==> src/rtl/lsu_pkg.sv <==
// Shared definitions for the load/store unit: funct3 encodings, FSM state
// encoding and the access-size helper.
package lsu_pkg;

  localparam logic [2:0] F3_B  = 3'b000;
  localparam logic [2:0] F3_H  = 3'b001;
  localparam logic [2:0] F3_W  = 3'b010;
  localparam logic [2:0] F3_D  = 3'b011;
  localparam logic [2:0] F3_BU = 3'b100;
  localparam logic [2:0] F3_HU = 3'b101;
  localparam logic [2:0] F3_WU = 3'b110;

  typedef logic [1:0] lsu_state_t;

  localparam lsu_state_t ST_IDLE = 2'd0;
  localparam lsu_state_t ST_RD   = 2'd1;
  localparam lsu_state_t ST_WR   = 2'd2;
  localparam lsu_state_t ST_RESP = 2'd3;

  // Access size in bytes; 111 falls into the doubleword slot and is faulted elsewhere.
  function automatic logic [3:0] size_bytes(input logic [2:0] funct3);
    case (funct3[1:0])
      2'b00:   return 4'd1;
      2'b01:   return 4'd2;
      2'b10:   return 4'd4;
      default: return 4'd8;
    endcase
  endfunction

endpackage

==> src/rtl/lsu_align.sv <==
// Combinational data steering: sub-word store merge into the read doubleword
// and sign/zero extension of load results.
module lsu_align
  import lsu_pkg::*;
#(
  parameter int XLEN = 64
) (
  input  logic [2:0]      funct3,
  input  logic [XLEN-1:0] wdata,
  input  logic [XLEN-1:0] rdata,
  output logic [XLEN-1:0] merged,
  output logic [XLEN-1:0] extended
);

  function automatic logic [XLEN-1:0] extend(input logic [2:0] f3,
                                             input logic [XLEN-1:0] d);
    case (f3)
      F3_B:    return {{(XLEN-8){d[7]}}, d[7:0]};
      F3_H:    return {{(XLEN-16){d[15]}}, d[15:0]};
      F3_W:    return {{(XLEN-32){d[31]}}, d[31:0]};
      F3_BU:   return {{(XLEN-8){1'b0}}, d[7:0]};
      F3_HU:   return {{(XLEN-16){1'b0}}, d[15:0]};
      F3_WU:   return {{(XLEN-32){1'b0}}, d[31:0]};
      default: return d;
    endcase
  endfunction

  logic [3:0] nbytes;

  // Low N bytes come from the store data; a doubleword store takes all of wdata.
  always_comb begin
    nbytes = size_bytes(funct3);
    merged = rdata;
    for (int k = 0; k < XLEN/8; k++) begin
      if (k < int'(nbytes)) merged[8*k +: 8] = wdata[8*k +: 8];
    end
  end

  assign extended = extend(funct3, rdata);

endmodule

==> src/rtl/load_store_unit.sv <==
// MEM-stage initiator for the 64-bit byte-addressed data memory. One request
// at a time; sub-word stores are performed as read-modify-write.
module load_store_unit
  import lsu_pkg::*;
#(
  parameter int MEM_BYTES = 512,
  parameter int XLEN      = 64
) (
  input  logic            clk,
  input  logic            reset,
  input  logic            req_valid,
  output logic            req_ready,
  input  logic            req_we,
  input  logic [2:0]      req_funct3,
  input  logic [XLEN-1:0] req_addr,
  input  logic [XLEN-1:0] req_wdata,
  output logic            resp_valid,
  output logic [XLEN-1:0] resp_rdata,
  output logic            resp_err,
  output logic [XLEN-1:0] Mem_Addr,
  output logic [XLEN-1:0] Write_Data,
  output logic            MemWrite,
  output logic            MemRead,
  input  logic [XLEN-1:0] Read_Data
);

  lsu_state_t      state, state_nxt;
  logic [XLEN-1:0] addr_q, wdata_q, rdata_q;
  logic [2:0]      funct3_q;
  logic            we_q, err_q;
  logic            accept, fault;
  logic [2:0]      align_mask;
  logic [XLEN-1:0] merged, extended;

  assign accept     = req_valid && req_ready;
  assign align_mask = 3'(size_bytes(req_funct3) - 4'd1);

  always_comb begin
    fault = (req_funct3 == 3'b111)
         || (req_we && req_funct3[2])
         || ((req_addr[2:0] & align_mask) != 3'd0)
         || (req_addr > XLEN'(MEM_BYTES - 8));
  end

  always_comb begin
    state_nxt = state;
    case (state)
      ST_IDLE: begin
        if (accept) begin
          if (fault)                                state_nxt = ST_RESP;
          else if (req_we && req_funct3 == F3_D)    state_nxt = ST_WR;
          else                                      state_nxt = ST_RD;
        end
      end
      ST_RD:   state_nxt = we_q ? ST_WR : ST_RESP;
      ST_WR:   state_nxt = ST_RESP;
      default: state_nxt = ST_IDLE;
    endcase
  end

  // Control state: reset returns to IDLE at once, which drops MemWrite mid-cycle.
  always_ff @(posedge clk or posedge reset) begin
    if (reset) begin
      state <= ST_IDLE;
      err_q <= 1'b0;
    end else begin
      state <= state_nxt;
      if (accept) err_q <= fault;
    end
  end

  // Request and read-data capture; outputs are gated by state so no reset is needed.
  always_ff @(posedge clk) begin
    if (accept) begin
      addr_q   <= req_addr;
      wdata_q  <= req_wdata;
      funct3_q <= req_funct3;
      we_q     <= req_we;
    end
    if (state == ST_RD) rdata_q <= Read_Data;
  end

  lsu_align #(.XLEN(XLEN)) u_align (
    .funct3   (funct3_q),
    .wdata    (wdata_q),
    .rdata    (rdata_q),
    .merged   (merged),
    .extended (extended)
  );

  assign req_ready  = (state == ST_IDLE) && !reset;
  assign MemRead    = (state == ST_RD);
  assign MemWrite   = (state == ST_WR);
  assign Mem_Addr   = (state == ST_RD || state == ST_WR) ? addr_q : '0;
  assign Write_Data = (state == ST_WR) ? merged : '0;

  assign resp_valid = (state == ST_RESP);
  assign resp_err   = (state == ST_RESP) && err_q;
  assign resp_rdata = (state == ST_RESP && !err_q && !we_q) ? extended : '0;

endmodule

==> config.mk <==
export PLATFORM = sky130hd
export DESIGN_NAME = load_store_unit
export DESIGN_NICKNAME = d
export VERILOG_FILES = /design/src/rtl/lsu_pkg.sv /design/src/rtl/lsu_align.sv /design/src/rtl/load_store_unit.sv
export SDC_FILE = /design/constraint.sdc
export NUM_CORES = 1
export LEC_CHECK = 0
export ABC_CLOCK_PERIOD_IN_PS = 9900
export CORE_AREA = 2 2 153 155
export DETAILED_ROUTE_END_ITERATION = 8
export DIE_AREA = 0 0 155 157
export PLACE_DENSITY_LB_ADDON = 0.3
export RECOVER_POWER = 100
export SYNTH_ARGS = -nofsm -noshare
export SYNTH_HDL_FRONTEND = slang
export SYNTH_SLANG_ARGS = --single-unit
export TNS_END_PERCENT = 30
==> constraint.sdc <==
create_clock -name clk -period 9.9 [get_ports clk]
set_input_delay 1.485 -clock clk [delete_from_list [all_inputs] [get_ports clk]]
set_output_delay 1.485 -clock clk [all_outputs]
set_load 0.05 [all_outputs]
* Word-level counts from Yosys, hierarchy flattened
Index checks and enable logic that the tools add are counted.
** Storage, ports and cells
- Register bits :: 199
- Input bits :: 199
- Word-level logic and storage cells :: 71
** Cells by class
- Add/subtract/negate cells :: 1
- $lt $le $gt $ge :: 9
- Equality and inequality tests :: 15
- Mux-type cells :: 19
- Bitwise gates (word level) :: 1
- Reduce and logical (&&, ||, !) cells :: 19
** Operator list (count)
- $pmux 64 s6 :: 1
- $mux 64 :: 3
- $gt 64x9->1 const B :: 1
- $mux 8 :: 8
- $lt 3x4->1 const A :: 4
- $eq 3x3->1 const B :: 4
- $pmux 4 s3 :: 1
- $pmux 3 s3 :: 1
- $eq 2x2->1 const B :: 4
- $lt 1x4->1 const A :: 2
- $lt 2x4->1 const A :: 2
- $logic_and 1x1->1 :: 7
- $eq 2x1->1 const B :: 3
- $eq 3x2->1 const B :: 2
- $logic_not 2->1 :: 3
- $mux 2 :: 3
- $pmux 2 s3 :: 1
- $logic_or 1x1->1 :: 4
- $and 3x3->3 :: 1
- $eq 3x1->1 const B :: 1
- $logic_not 1->1 :: 3
- $logic_not 3->1 :: 1
- $reduce_bool 3->1 :: 1
- $sub 3x1->3 const B :: 1
- 2 further kinds :: 2

* Depth between registers and ports, before layout
Gate-level depths: netlist of run 1.
- Word-level depth :: 10
- Mapped depth :: 7
- Mapped depth without buffers :: 6

* Cells and area by module
A second synthesis of run 1 with hierarchy kept.
** Unflattened totals
- Cells, all modules :: 679
- Area, all modules :: 9357.7 um2
** By module, submodules not included
- load_store_unit :: instances 1, cells each 467, area each 7661.1 um2, seq. area each 5960.7 um2
- lsu_align :: instances 1, cells each 212, area each 1696.6 um2, seq. area each 0.0 um2

* Worst setup path after synthesis of run 1
Ideal clock, no wire load.
- Path type :: input to register
- Start :: input reset
- End :: register addr_q[0], enable pin
- Data arrival time :: 5.388 ns
- Required time :: 9.392 ns
- Path slack :: 4.005 ns
- Cell stages on the path :: 2
- Buffers on the path :: 0
- Path through :: nor2b_1 -> and2_1
** On the way
- Longest elaborated chain between the ends :: 3
** RTL lines
- start, declared :: RTL line load_store_unit.sv:10 : input logic reset,
- $logic_not 1->1 :: RTL line load_store_unit.sv:91 : assign req_ready = (state == ST_IDLE) && !reset;
- $logic_and 1x1->1 :: RTL line load_store_unit.sv:91
- $logic_and 1x1->1 :: RTL line load_store_unit.sv:35 : assign accept = req_valid && req_ready;
- via accept :: RTL line load_store_unit.sv:31 : logic accept, fault;
- end signal, assigned :: RTL line load_store_unit.sv:75 : addr_q <= req_addr;
- end, declared :: RTL line load_store_unit.sv:28 : logic [XLEN-1:0] addr_q, wdata_q, rdata_q;
The timed path passes the listed nets, and every way through them passes these cells.
A chain may end at the register's enable or synchronous reset.

* Final worst setup path of run 1
- Start :: input reset
- End :: register wdata_q[37], enable pin
** On the way
- Longest elaborated chain between the ends :: 3
** RTL lines
- $logic_not 1->1 :: RTL line load_store_unit.sv:91
- $logic_and 1x1->1 :: RTL line load_store_unit.sv:91
- $logic_and 1x1->1 :: RTL line load_store_unit.sv:35
- via accept :: RTL line load_store_unit.sv:31
- end signal, assigned :: RTL line load_store_unit.sv:76 : wdata_q <= req_wdata;
- end, declared :: RTL line load_store_unit.sv:28
The timed path passes the listed nets, and every way through them passes these cells.

==> results of run 1 <==
## cell families (layout without fill, tap and decap cells)
family,count (synthesis),in the layout
simple gates,244,244
flops,199,199
compound gates,111,111
buf+inv,43,437
mux,17,17
fa+ha+maj,4,4
other cells,0,10
## state kept, by name, indices dropped and copies added (netlist names)
signal and count:
err_q 1, we_q 1, funct3_q 3, addr_q 64, state 2, wdata_q 64
rdata_q 64
## final timing paths
path	start	to	slack [ns]	cells past startpoint
worst max-delay path	reset	wdata_q[37]	2.81	4
worst min-delay path	err_q	err_q	0.60	2
worst max register to register	state[0]	wdata_q[37]	3.62	5
worst min register to register	err_q	err_q	0.60	2
max in group asynchronous	reset	state[1]	8.29	2
min in group asynchronous	reset	state[0]	1.46	2
## through the flow
step / cells / power [mW] / hold slack, ns / util / worst slack [ns]
finish: 1307 / 3.51 / 0.600 / 0.585 / 2.81
global route: 1305 / 3.67 / 0.664 / 0.585 / 2.29
CTS: 1297 / 3.64 / 0.599 / 0.585 / 4.35
detailed placement: 1265 / 2.96 / 0.587 / 0.560 / 4.86
global placement: 1265 / 2.96 / 0.555 / 0.560 / 5.04
floorplan: 618 / 2.31 / 0.539 / - / 4.00
## cell type report
type	count	area (µm²)	area share
Sequential cell	199	5960	0.453
Timing Repair Buffer	401	3990	0.303
Multi-Input combinational cell	376	2250	0.171
Clock buffer	18	429	0.0326
Tap cell	285	357	0.0271
Clock inverter	14	139	0.0106
Antenna cell	10	25.0	0.00190
Inverter	4	15.0	0.00114
## Yosys cell counts (2+ instances only)
library cell and instances:
a21boi_0 40, a21o_1 5, a21oi_1 24, a22oi_1 2, a31oi_1 3, and2_1 75
and3_1 9, buf_2 6, buf_6 4, clkbuf_1 28, dfrtp_1 3, edfxtp_1 196
ha_1 4, inv_1 4, mux2i_1 17, nand2_1 108, nand4_1 4, nor2_1 5
nor2b_1 18, nor3_1 3, nor3b_1 2, nor4_1 14, o21a_1 32
## power groups by stage
stage                     Clock [mW]  Sequential [mW]  Combinational, mW
final                          0.677             1.17               1.67
after global routing           0.726             1.18               1.77
after CTS                      0.692             1.16               1.79
after detailed placement           0             1.17               1.79
after global placement             0             1.17               1.78
after floorplan                    0             1.16               1.15
## worst max-delay path: stages
cell,delay [ns]
dlygate4sd3_1,0.60
nor2b_1,0.17
and2_0,3.09
clkbuf_2,1.66
## per-layer routing
metal / share of wire / vias to the layer above / global-route usage
li1: - / 3011 / -
met1: 0.37 / 3031 / 0.226
met2: 0.51 / 293 / 0.367
met3: 0.097 / 37 / 0.0840
met4: 0.024 / 4 / 0.0855
met5: 0.0012 / - / 0
==> out/qor.yml, run 1 <==
status:
  status: "complete, but fails checks"
  violations: "max-capacitance violations, max-slew violations"
worst_setup_path:
  arrival_ns: 7.10
  worstSetupEndpointType: "flip-flop"
  crit_type: "input port to flip-flop"
  critPathLaunchType: "input port"
  critPathRequiredTime_ns: 9.91
  cp_max_fo: 69
pwr:
  swShare: 0.451
  intPower_mw: 1.93
  p_comb_frac: 0.475
  power_density_nw_per_um2: 267
  seqPwrFrac: 0.333
  leakage_nw: 5.14
  power_switching_mw: 1.58
  vdd.ir_drop.worst_mv: 0.194
  p_clk_frac: 0.193
clock_tree:
  cts_tree: "done"
  hold_buffers: 0
  post_cts_buffers: 0
  cts_resized: 0
  cts_buffer_depth: 2
  root_buffer: "clkbuf_16"
  numCtsBuffers: 17
  clock_sinks: 199
  cts_max_level: 4
  clk_latency_ns: 0.43
  cts.clk_slew.worst_paths_ns: 0.08
floorplanning:
  rows: 55
  core_um2: 22500
  die_y_um: 157
  fp.dieW_um: 155
  boundaryPins: 396
  die_area_um2: 24300
  initial_core_util: 0.374
timing:
  layout_min_cycle_time_ns: 7.09
  rsz0062_at_grt: "false"
  slew_headroom: -1.88
  fin_tns_setup_ns: 0
  hold_viol_final: 0
  finalCritPeriodShare: 0.716
  fin_skew_ns: 0.0162
  fmax_mhz: 141
  worst_slew_pin_slew_ns: 4.32
  finalMaxSlewViolations: 380
  setup_viol: 0
placement:
  postPlaceCellArea_um2: 12600
  dp_hpwl_mm: 19.0
  port_buffers: 395
  gp_congestion: 0.827
layout:
  drive_above_1_share: 0.0366
  layout_commonest_cell: "dlygate4sd3_1"
  syn_to_final_growth_pct: 56.5
  postLayoutCellArea_um2: 13200
  final_cell_mix: "390 x dlygate4sd3_1, 196 x edfxtp_1, 107 x nand2_1"
  fin_nets: 1202
  fillerInstances: 1866
synth:
  ys_seq_area_frac: 0.709
  yosys.area_share.adder: 0.00595
  synth_cell_type_count: 35
  synth.largest_area_cell: "edfxtp_1"
  synth-seq-cells: 199
  mappedNetlistNets: 821
  synth_area_leaders: "edfxtp_1 70%, and2_1 5.6%, nand2_1 4.8%, a21boi_0 3.6%, o21a_1 2.9%"
  syn-instance-count: 618
  yosysTopAreaCellShare: 0.700
  ys.flop_type: "edfxtp_1"
  synthXorXnorAreaFrac: 0
  synth-simple-area-share: 0.148
  syn_avg_cell_area_um2: 13.6
  synth_top_family_by_area: "simple AND/OR/NAND/NOR gates"
  synthArstFlopShare: 0.0151
  synth_area_um2: 8410
  ys.warnings.count: 0
  synth_edf_count: 196
  synth_compound_area_frac: 0.0927
  muxShareOfSynthArea: 0.0202
drt:
  first_iter_violations: 343
  drc_errors: 0
  drtPass1Iterations: 4
  wire_per_inst_um: 19.8
  vias_per_cell: 4.88
  vias: 6376
  postRouteAntennaNets: 0
  wl_mm: 25.9
grt:
  grt_pass1_wl_mm: 37.9
  grt_pass1_vias: 6442
  antenna_found_initial: 12
  grt_start_max_net_pins: 70
  overflow: 0
  gr-usage-all-layers: 0.209
worst_hold_path:
  hold_path.class: "flip-flop to flip-flop"
job:
  max_cap_violations: 6
No activity file was read; power rests on OpenSTA's default activity.
==> run 2, diff against run 1 <==
- ABC_CLOCK_PERIOD_IN_PS: 9900 -> 7100
- clock period: 9.9 -> 7.1 ns (I/O delays scaled with it)
==> run 2 against run 1 <==
Final cell count is the same. The flow still finishes with violations (max-capacitance violations, max-slew violations). Core utilization is essentially flat. Critical endpoint is now Write_Data[61]. Die area is the same. Combinational power grew 40%. Setup slack lost 1.5 ns. Total power grew 40%. Via count shrank 0.16%.
==> out/qor.yml, run 2 (synthesis results as in run 1) <==
layout:
  postLayoutCellArea_um2: 13200  # about the same
  layout_commonest_cell: "dlygate4sd3_1"  # unchanged
  final_cell_mix: "391 x dlygate4sd3_1, 196 x edfxtp_1, 107 x nand2_1"  # was 390 x dlygate4sd3_1, 196 x edfxtp_1, 107 x nand2_1
  fin_nets: 1202  # unchanged
  finalNonFillerCells: 1307  # unchanged
  top_regs: "addr_q x64, rdata_q x64, wdata_q x64"  # unchanged
  postLayoutCoreUtil: 0.585  # about the same
  syn_to_final_growth_pct: 56.6  # was 56.5%
  drive_above_1_share: 0.0376  # was 0.0366
worst_setup_path:
  critPathLaunchType: "flip-flop"  # was input port
  critPathRequiredTime_ns: 6.03  # was 9.91 ns
  worstSetupEndpointType: "output pin"  # was flip-flop
  cp_max_fo: 64  # was 69
  arrival_ns: 4.68  # was 7.10 ns
  crit_type: "flip-flop to output pin"  # was input port to flip-flop
floorplanning:
  die_area_um2: 24300  # unchanged
  fp.dieW_um: 155  # unchanged
  rows: 55  # unchanged
  boundaryPins: 396  # unchanged
  initial_core_util: 0.374  # unchanged
  core_um2: 22500  # unchanged
  die_y_um: 157  # unchanged
timing:
  rsz0062_at_grt: "false"  # unchanged
  layout_min_cycle_time_ns: 5.74
  worst_slew_pin_slew_ns: 3.40  # was 4.32 ns
  fin_skew_ns: 0.00773  # was 0.0162 ns
  finalMaxSlewViolations: 308  # was 380
  holdWs_ns: 0.589  # was 0.600 ns
  slew_headroom: -1.27  # was -1.88
  fmax_mhz: 174
  setup_viol: 0  # unchanged
  fin_tns_setup_ns: 0  # unchanged
  hold_viol_final: 0  # unchanged
  finalCritPeriodShare: 0.809
  fin_ws_ns: 1.36  # was 2.81 ns
grt:
  gr-usage-all-layers: 0.211  # was 0.209
  grt_pass1_vias: 6411  # was 6442
  grt_start_max_net_pins: 78  # was 70
  grt_pass1_wl_mm: 38.1  # was 37.9 mm
  overflow: 0  # unchanged
  antenna_found_initial: 14  # was 12
pwr:
  p_total_mw: 4.92  # was 3.51 mW
  power_density_nw_per_um2: 374  # was 267 nW/µm²
  swShare: 0.448  # was 0.451
  power_switching_mw: 2.20  # was 1.58 mW
  vdd.ir_drop.worst_mv: 0.266  # was 0.194 mV
  leakage_nw: 5.14  # about the same
  intPower_mw: 2.72  # was 1.93 mW
  p_comb_frac: 0.475  # about the same
  seqPwrFrac: 0.331  # was 0.333
  p_clk_frac: 0.194  # was 0.193
clock_tree:
  clk_latency_ns: 0.43  # about the same
  clock_sinks: 199  # unchanged
  cts_buffer_depth: 2  # unchanged
  cts.clk_slew.worst_paths_ns: 0.08  # about the same
  hold_buffers: 0  # unchanged
  numCtsBuffers: 17  # unchanged
  cts_max_level: 4  # unchanged
  cts_tree: "done"  # unchanged
  root_buffer: "clkbuf_16"  # unchanged
  post_cts_buffers: 0  # unchanged
  cts_resized: 0  # unchanged
drt:
  wl_met2_mm: 13.6  # was 13.2 mm
  top_layer: "met5"  # unchanged
  drtPass1Iterations: 4  # unchanged
  wire_per_inst_um: 20.0  # was 19.8 µm
  wl_mm: 26.2  # was 25.9 mm
  wl_met3_mm: 2.67  # was 2.50 mm
  vias_per_cell: 4.87  # was 4.88
  first_iter_violations: 360  # was 343
  drc_errors: 0  # unchanged
  vias: 6366  # was 6376
  wl_met1_mm: 9.49  # was 9.54 mm
  postRouteAntennaNets: 0  # unchanged
placement:
  dp.cells: 1265  # unchanged
  gp_congestion: 0.831  # was 0.827
  dp_worst_setup_slack_ns: 2.47  # was 4.86 ns
  port_buffers: 395  # unchanged
  dp_hpwl_mm: 19.1  # was 19.0 mm
  postPlaceCellArea_um2: 12600  # unchanged
status:
  status: "complete, but fails checks"  # unchanged
  violations: "max-capacitance violations, max-slew violations"  # unchanged
job:
  max_cap_violations: 5  # was 6
worst_hold_path:
  hold_path.class: "flip-flop to flip-flop"  # unchanged
run 2: critical path: stages (launching register included):
cell           delay (ns)
edfxtp_1             0.37
buf_4                0.29
nand2_2              0.10
clkbuf_1             1.96
nand2_1              0.24
a21boi_0             0.35
dlygate4sd3_1        0.91
run 2: routing by layer:
layer	global-route usage	up-vias
li1	-	3007
met1	0.227	3014
met3	0.0870	32
met4	0.0758	6
met2	0.373	307
met5	0	-
run 2: final cells by class:
cell class / count / area (µm²)
multi-input cells: 376 / 2250
fillers: 1842 / 9340
flip-flops and latches: 199 / 5960
clock inverters: 14 / 145
clock buffers: 17 / 425
repair buffers: 401 / 3980
diodes: 11 / 27.5
inverters: 4 / 15.0
well taps: 285 / 357
run 2: power by group through the flow:
stage                     clock, mW  combinational (mW)  sequential (mW)
after floorplan                   0                1.61             1.62
after global placement            0                2.49             1.63
after detailed placement          0                2.49             1.64
after CTS                     0.977                2.51             1.61
after global routing           1.02                2.47             1.65
final                         0.956                2.34             1.63
run 2: path summary, 6_finish.rpt:
kind	start	endpoint	slack, ns	cells past startpoint
min in group asynchronous	reset	err_q	1.01	2
max in group asynchronous	reset	state[0]	5.95	2
setup reg to reg	state[1]	wdata_q[8]	2.28	5
hold / removal	err_q	err_q	0.59	2
setup / recovery	funct3_q[1]	Write_Data[61]	1.36	6
hold reg to reg	err_q	err_q	0.59	2
